`src/rtl/processor_pkg.sv`:
```
// Shared definitions for the simple 16-bit processor.
//   WIDTH         : data path width
//   MV/MVI/ADD/SUB: opcode values found in IR[8:6]
//   step_t        : step counter encoding (T0..T3)
//   bus_sel_t     : which source drives the internal bus
package processor_pkg;

    localparam int WIDTH = 16;

    localparam logic [2:0] MV  = 3'b000;
    localparam logic [2:0] MVI = 3'b001;
    localparam logic [2:0] ADD = 3'b010;
    localparam logic [2:0] SUB = 3'b011;

    typedef enum logic [1:0] {
        T0 = 2'd0,
        T1 = 2'd1,
        T2 = 2'd2,
        T3 = 2'd3
    } step_t;

    typedef enum logic [1:0] {
        SEL_NONE = 2'd0,
        SEL_REG  = 2'd1,
        SEL_DIN  = 2'd2,
        SEL_G    = 2'd3
    } bus_sel_t;

endpackage

```
`src/rtl/processor_regn.sv`:
```
// regn: WIDTH-bit register with load enable and asynchronous active-high clear.
//   clk  : clock
//   rst  : asynchronous clear, active high
//   load : capture d on the rising edge when high
//   d    : data in
//   q    : registered data out
module regn
    import processor_pkg::*;
(
    input  logic             clk,
    input  logic             rst,
    input  logic             load,
    input  logic [WIDTH-1:0] d,
    output logic [WIDTH-1:0] q
);

    always_ff @(posedge clk or posedge rst) begin
        if (rst) begin
            q <= '0;
        end else if (load) begin
            q <= d;
        end
    end

endmodule

```
`src/rtl/processor.sv`:
```
// processor: multi-cycle 16-bit processor with eight general registers,
// one shared bus and an add/sub unit.
//   clk    : clock
//   Resetn : asynchronous reset, active high (asserted when 1)
//   DIN    : instruction word in T0, immediate data in mvi T1
//   Run    : start request, sampled in T0 only
//   Done   : high during the final step of an instruction
//   BUS    : internal bus value
//
// step | meaning
// T0   | idle / fetch: IR <- DIN when Run=1
// T1   | mv, mvi, nop complete; add/sub: A <- Rx
// T2   | add/sub: G <- A +/- Ry
// T3   | add/sub: Rx <- G, complete
module processor
    import processor_pkg::*;
(
    input  logic             clk,
    input  logic             Resetn,
    input  logic [WIDTH-1:0] DIN,
    input  logic             Run,
    output logic             Done,
    output logic [WIDTH-1:0] BUS
);

    step_t            step, step_nxt;
    logic [8:0]       ir;
    logic             ir_load;
    bus_sel_t         sel;
    logic [2:0]       reg_idx;
    logic [7:0]       r_load;
    logic             a_load;
    logic             g_load;
    logic             done;
    logic [WIDTH-1:0] bus;
    logic [WIDTH-1:0] alu;
    logic [WIDTH-1:0] a;
    logic [WIDTH-1:0] g;
    logic [WIDTH-1:0] r [0:7];

    logic [2:0] opcode;
    logic [2:0] rx;
    logic [2:0] ry;

    assign opcode = ir[8:6];
    assign rx     = ir[5:3];
    assign ry     = ir[2:0];

    always_ff @(posedge clk or posedge Resetn) begin
        if (Resetn) begin
            step <= T0;
        end else begin
            step <= step_nxt;
        end
    end

    always_ff @(posedge clk or posedge Resetn) begin
        if (Resetn) begin
            ir <= '0;
        end else if (ir_load) begin
            ir <= DIN[8:0];
        end
    end

    always_comb begin
        step_nxt = step;
        ir_load  = 1'b0;
        sel      = SEL_NONE;
        reg_idx  = 3'd0;
        r_load   = 8'd0;
        a_load   = 1'b0;
        g_load   = 1'b0;
        done     = 1'b0;
        unique case (step)
            T0: begin
                if (Run) begin
                    ir_load  = 1'b1;
                    step_nxt = T1;
                end
            end
            T1: begin
                case (opcode)
                    MV: begin
                        sel         = SEL_REG;
                        reg_idx     = ry;
                        r_load[rx]  = 1'b1;
                        done        = 1'b1;
                        step_nxt    = T0;
                    end
                    MVI: begin
                        sel         = SEL_DIN;
                        r_load[rx]  = 1'b1;
                        done        = 1'b1;
                        step_nxt    = T0;
                    end
                    ADD, SUB: begin
                        sel      = SEL_REG;
                        reg_idx  = rx;
                        a_load   = 1'b1;
                        step_nxt = T2;
                    end
                    default: begin
                        done     = 1'b1;
                        step_nxt = T0;
                    end
                endcase
            end
            T2: begin
                sel      = SEL_REG;
                reg_idx  = ry;
                g_load   = 1'b1;
                step_nxt = T3;
            end
            T3: begin
                sel        = SEL_G;
                r_load[rx] = 1'b1;
                done       = 1'b1;
                step_nxt   = T0;
            end
            default: step_nxt = T0;
        endcase
    end

    always_comb begin
        bus = '0;
        unique case (sel)
            SEL_REG:  bus = r[reg_idx];
            SEL_DIN:  bus = DIN;
            SEL_G:    bus = g;
            default:  bus = '0;
        endcase
    end

    // Only add and sub ever reach T2, so the opcode alone picks the operation.
    assign alu = (opcode == SUB) ? (a - bus) : (a + bus);

    for (genvar i = 0; i < 8; i++) begin : g_regs
        regn u_r (
            .clk  (clk),
            .rst  (Resetn),
            .load (r_load[i]),
            .d    (bus),
            .q    (r[i])
        );
    end

    regn u_a (
        .clk  (clk),
        .rst  (Resetn),
        .load (a_load),
        .d    (bus),
        .q    (a)
    );

    regn u_g (
        .clk  (clk),
        .rst  (Resetn),
        .load (g_load),
        .d    (alu),
        .q    (g)
    );

    assign Done = done;
    assign BUS  = bus;

endmodule

```
`config.mk`:
```
export PLATFORM = sky130hd
export DESIGN_NAME = processor
export DESIGN_NICKNAME = d
export VERILOG_FILES = /design/src/rtl/processor_pkg.sv /design/src/rtl/processor_regn.sv /design/src/rtl/processor.sv
export SDC_FILE = /design/constraint.sdc
export NUM_CORES = 1
export LEC_CHECK = 0
export BUFFER_PORTS_ARGS = -buffer_cell sky130_fd_sc_hd__buf_2
export CAP_MARGIN = 20
export CORE_ASPECT_RATIO = 0.5
export CORE_MARGIN = 1
export CORE_UTILIZATION = 30
export DETAILED_ROUTE_END_ITERATION = 10
export MAX_ROUTING_LAYER = met4
export PLACE_DENSITY = 0.57
export SETUP_SLACK_MARGIN = 0.5
export SLEW_MARGIN = 20
export SYNTH_ARGS = -nofsm -noshare
export SYNTH_HDL_FRONTEND = slang
export SYNTH_SLANG_ARGS = --single-unit
```
`constraint.sdc`:
```
create_clock -name clk -period 11.3 [get_ports clk]
set_input_delay 3.39 -clock clk [delete_from_list [all_inputs] [get_ports clk]]
set_output_delay 3.39 -clock clk [all_outputs]
set_load 0.01 [all_outputs]
```
* Word level (Yosys, flattened, before mapping)
Cells that the tools add are included.
Storage, ports and cells: register bits after elaboration 171, latch bits 0, RAM bits 0, ROM bits 0, bits of input ports 19, memories kept 0
Operators by class: add/subtract/negate cells 2, multipliers 0, divide/modulo/power cells 0, $lt $le $gt $ge 3, equality and inequality tests 10, shift operators 0, mux-type cells 23, bitwise operators 1, reduce and logical (&&, ||, !) cells 6
Operators with widths (number):
- 16-bit binary-select mux with 3-bit select | 1
- 16-bit 2-to-1 mux | 3
- 16-bit case mux with 3 select lines | 1
- 16-bit adder | 1
- 8-bit case mux with 2 select lines | 1
- 16-bit subtractor | 1
- 3-bit case mux with 2 select lines | 2
- 2-bit == test, second input constant | 4
- 8-bit 2-to-1 mux | 1
- 2-bit case mux with 4 select lines | 1
- 1-bit 2-to-1 mux | 7
- 3-bit by 2-bit == test with 1-bit output, second input constant | 2
- 2-bit case mux with 3 select lines | 1
- 2-bit by 1-bit == test with 1-bit output, second input constant | 2
- 4-bit >= comparator, second input constant | 1
- 3-bit by 4-bit less-than comparator with 1-bit output, second input constant | 1
- 2-bit 2-to-1 mux | 2
- 3-bit inverter with 4-bit output | 1
- 2-bit case mux with 2 select lines | 1
- 2-bit OR reduction | 2
- 1-bit demux with 3-bit select | 1
- 3-bit by 1-bit == test with 1-bit output, second input constant | 1
- 3-bit by 1-bit >= comparator with 1-bit output, second input constant | 1
- 3-bit zero test | 1
- 5 further kinds | 5

* Longest topological paths before layout
depth after elaboration 11, depth in mapped cells 28, gate-level depth less buffers 24

* Hierarchy
Synthesis repeated with hierarchy kept, for this count alone.
Second synthesis, totals: cell total of the unflattened synthesis 806, area total of the unflattened synthesis 9934.5 sq um
Modules (own cells, without submodules):
- regn | times used 10, cells an instance 35, area an instance 653.1 sq um, sequential area each 400.4 sq um
- processor | times used 1, cells an instance 456, area an instance 3403.3 sq um, sequential area each 275.3 sq um

* Least setup slack after synthesis
No wires, ideal clock.
path type input to output, start point in DIN[11], end point out BUS[11], arrival 4.456 ns, required time 7.910 ns, slack 3.454 ns, stages on the path 6, path buffers 1, cell sequence a22oi_1 o311ai_0 a31o_2 o21ai_1 clkbuf_1 inv_1
Between the ends: longest elaborated chain between the ends 1
Ends and longest elaborated chain:
- start, declared | RTL line processor.sv:20 | input logic [WIDTH-1:0] DIN,
- 16-bit case mux with 3 select lines | RTL line processor.sv:126 | unique case (sel)
- end, declared | RTL line processor.sv:23 | output logic [WIDTH-1:0] BUS
No other way between the ends.

* Worst setup path after layout
Same ends and word-level chain as after synthesis.

==> results.py <==
metrics = {
    "setup_path": {
        "critPathTopFamily": "compound AO/OA/AOI/OAI gates",
        "arrival_ps": 5180,
        "required_ps": 7910,
        "cpMaxStageDelayCell": "o21ai_1",
        "cp-start-kind": "input pin",
        "setup.worst_path.start": "DIN[11]",
        "path_max_fanout": 12,
        "path_class": "input pin to output port",
        "cp-end-kind": "output port",
        "crit_buf_inv": 3,
        "slowest_delay_ps": 600,
        "cp_cell_sequence": "buf_2 > a22oi_1 > o311ai_0 > a31o_2 > o21ai_1 > inv_1 > buf_2",
        "cpMostUsedCell": "buf_2",
    },
    "placement": {
        "place_hpwl_mm": 17.2,
        "gp_congestion": 0.887,
        "portBuffers": 35,
    },
    "sta": {
        "post-route-min-period_ps": 8570,
        "hold_viol_final": 0,
        "fmax_mhz": 117,
        "tightest_slew_ps": 1060,
        "slew_viol_final": 0,
        "post-route-period-util_pct": 75.8,
        "fin_setup_tns_ps": 0,
        "maxSlewHeadroom_pct": 29.4,
        "rsz0062_at_grt": "no",
        "setup_viol": 0,
        "clock_skew_ps": 13.9,
    },
    "run": {
        "maxCapViolCount": 0,
    },
    "route": {
        "remaining_drc_errors": 0,
        "dr.pass1.iters": 5,
        "wirelength_mm": 26.0,
        "vias": 7388,
        "ant_nets": 0,
        "viasPerCell": 5.41,
        "drt_iter0_drc": 578,
        "wl_per_cell_um": 19.1,
    },
    "clock_tree": {
        "post_cts_buffers": 0,
        "insertion_delay_ps": 440,
        "cts_resized": 0,
        "cts.sinks": 171,
        "htreeDepth": 4,
        "ctsHoldBuffers": 0,
        "tritoncts": "yes",
        "clk_pin_slew_worst_paths_ps": 70,
        "clockBufferDepth": 2,
        "cts_buffers": 17,
        "root_buffer": "clkbuf_16",
    },
    "cells_and_area": {
        "synthToLayoutAreaGrowth_pct": 12.7,
        "layout.nets": 1012,
        "antenna_cells": 0,
        "drive_gt1_share_pct": 12.6,
    },
    "global_routing": {
        "grt_pass1_wl_mm": 41.4,
        "grt_use_total_pct": 18.6,
        "use_met2_pct": 28.0,
        "grt_max_degree": 110,
        "busiest_layer": "met2",
        "met1_usage_pct": 25.1,
        "grtUsageMet3_pct": 4.17,
        "grt.overflow.total": 0,
        "grt_pass1_vias": 7264,
        "antenna_found_initial": 0,
    },
    "die": {
        "start_util_pct": 31.2,
        "ios": 36,
        "dieHeight_um": 123,
        "dieArea_um2": 30200,
        "die_x_um": 245,
        "core-area_um2": 28300,
        "rows": 43,
    },
    "status": {
        "status": "finished, final reports clean",
    },
    "synth": {
        "synth.most_common_cell": "nand2_1",
        "ys_seq_elements": 171,
        "synth_top_cells_by_count": "nand2_1, dfrtp_1, o21ai_0",
        "synth_flop_cell": "dfrtp_1",
        "syn_inst": 976,
        "yosys.area.top_type": "dfrtp_1",
        "synth.avg_cell_area_um2": 9.04,
        "ys_seq_area_share_pct": 48.5,
        "yosysUniqueCellTypes": 66,
        "yosys_warnings": 0,
        "synth_edf_count": 0,
        "syn_nets": 1018,
        "netlist_area_um2": 8830,
        "ys_top_cells_by_area": "dfrtp_1, nand2_1, o21ai_0",
        "postSynth.asyncResetShare_pct": 100,
        "yosys.area.top_type_share_pct": 48.5,
    },
    "hold_path": {
        "min_from": "g_regs[3].u_r.q[4]",
        "hold_path.class": "flip-flop to flip-flop",
    },
}
-- cell usage in the layout (no fill, tap or decap), drive strengths merged, types with 4 or more instances in the layout --
cell    synthesis  routed
a211oi         15      15
a21boi          6       6
a21o            5       5
a21oi          32      32
a221oi         22      22
a22oi          18      18
a311oi          7       7
a31oi          16      16
and2            7       7
and3            8       8
and4            4       4
buf            23      54
clkbuf         56      18
clkinv          0       9
dfrtp         171     171
ha             22      22
inv            31      36
mux2           17      17
nand2         208     208
nand3          10      10
nand3b          4       4
nor2           33      33
nor2b           7       7
nor3           12      12
o211ai         12      12
o21ai         159     159
o31ai           4       4
xnor2          21      21
xor2            4       4
-- final timing paths --
check	to	slack [ps]	cells past startpoint
setup reg to reg	u_g.q[15]	3300	23
min in group asynchronous	g_regs[7].u_r.q[1]	3070	2
hold / removal	g_regs[3].u_r.q[4]	480	2
max in group asynchronous	g_regs[3].u_r.q[14]	6890	3
hold reg to reg	g_regs[3].u_r.q[4]	480	2
setup / recovery	BUS[11]	2730	7
-- metrics by stage --
| step | setup WS [ps] | std cells | cell area, µm² | util [%] | hold slack, ps |
|---|---|---|---|---|---|
| 2_1_floorplan | 3280 | 976 | 8830 | - | 441 |
| 3_3_place_gp | 2790 | 1333 | 9310 | 32.9 | 457 |
| 3_5_place_dp | 2690 | 1333 | 9310 | 32.9 | 464 |
| 4_1_cts | 2570 | 1365 | 9930 | 35.1 | 480 |
| 5_1_grt | 2520 | 1365 | 9950 | 35.2 | 494 |
| 6_report | 2730 | 1365 | 9950 | 35.2 | 477 |
-- cell type report --
class | count | area [µm²]
clock inverter | 14 | 173
tap | 382 | 478
clock buffer | 18 | 439
sequential | 171 | 4280
inverter | 31 | 124
multi-input combinational | 695 | 4140
timing repair buffer | 54 | 318
fill | 2923 | 18300
-- cells by family after synthesis --
kind of cell	Yosys count	share of synthesized area (%)
AOI/OAI and AO/OA	322	22.8
and+or+nand+nor	305	15.1
DFF	171	48.5
buffers and inverters	110	5.27
xor gates and xnor gates	25	2.48
adders and majority gates	23	3.35
muxes	20	2.51
-- worst min-delay path, stage by stage, from the launching register on --
cell	delay (ps)
dfrtp_1	340
nand2_1	40
o21ai_0	60
-- flip-flops by register name (all words and copies together) (netlist names), named ones only --
| name | flops |
|---|---|
| u_a.q | 16 |
| g_regs.u_r.q | 128 |
| u_g.q | 16 |
| step | 1 |
| ir | 9 |
-- layer usage --
metal | wire length (µm) | part of all wire [%]
met5 | 0 | 0
met4 | 421 | 1.6
met3 | 1580 | 6.1
met2 | 11600 | 45
met1 | 12400 | 48
Power is not shown: default switching activity piles up to over one toggle a cycle in this logic, so the estimate is an artifact.
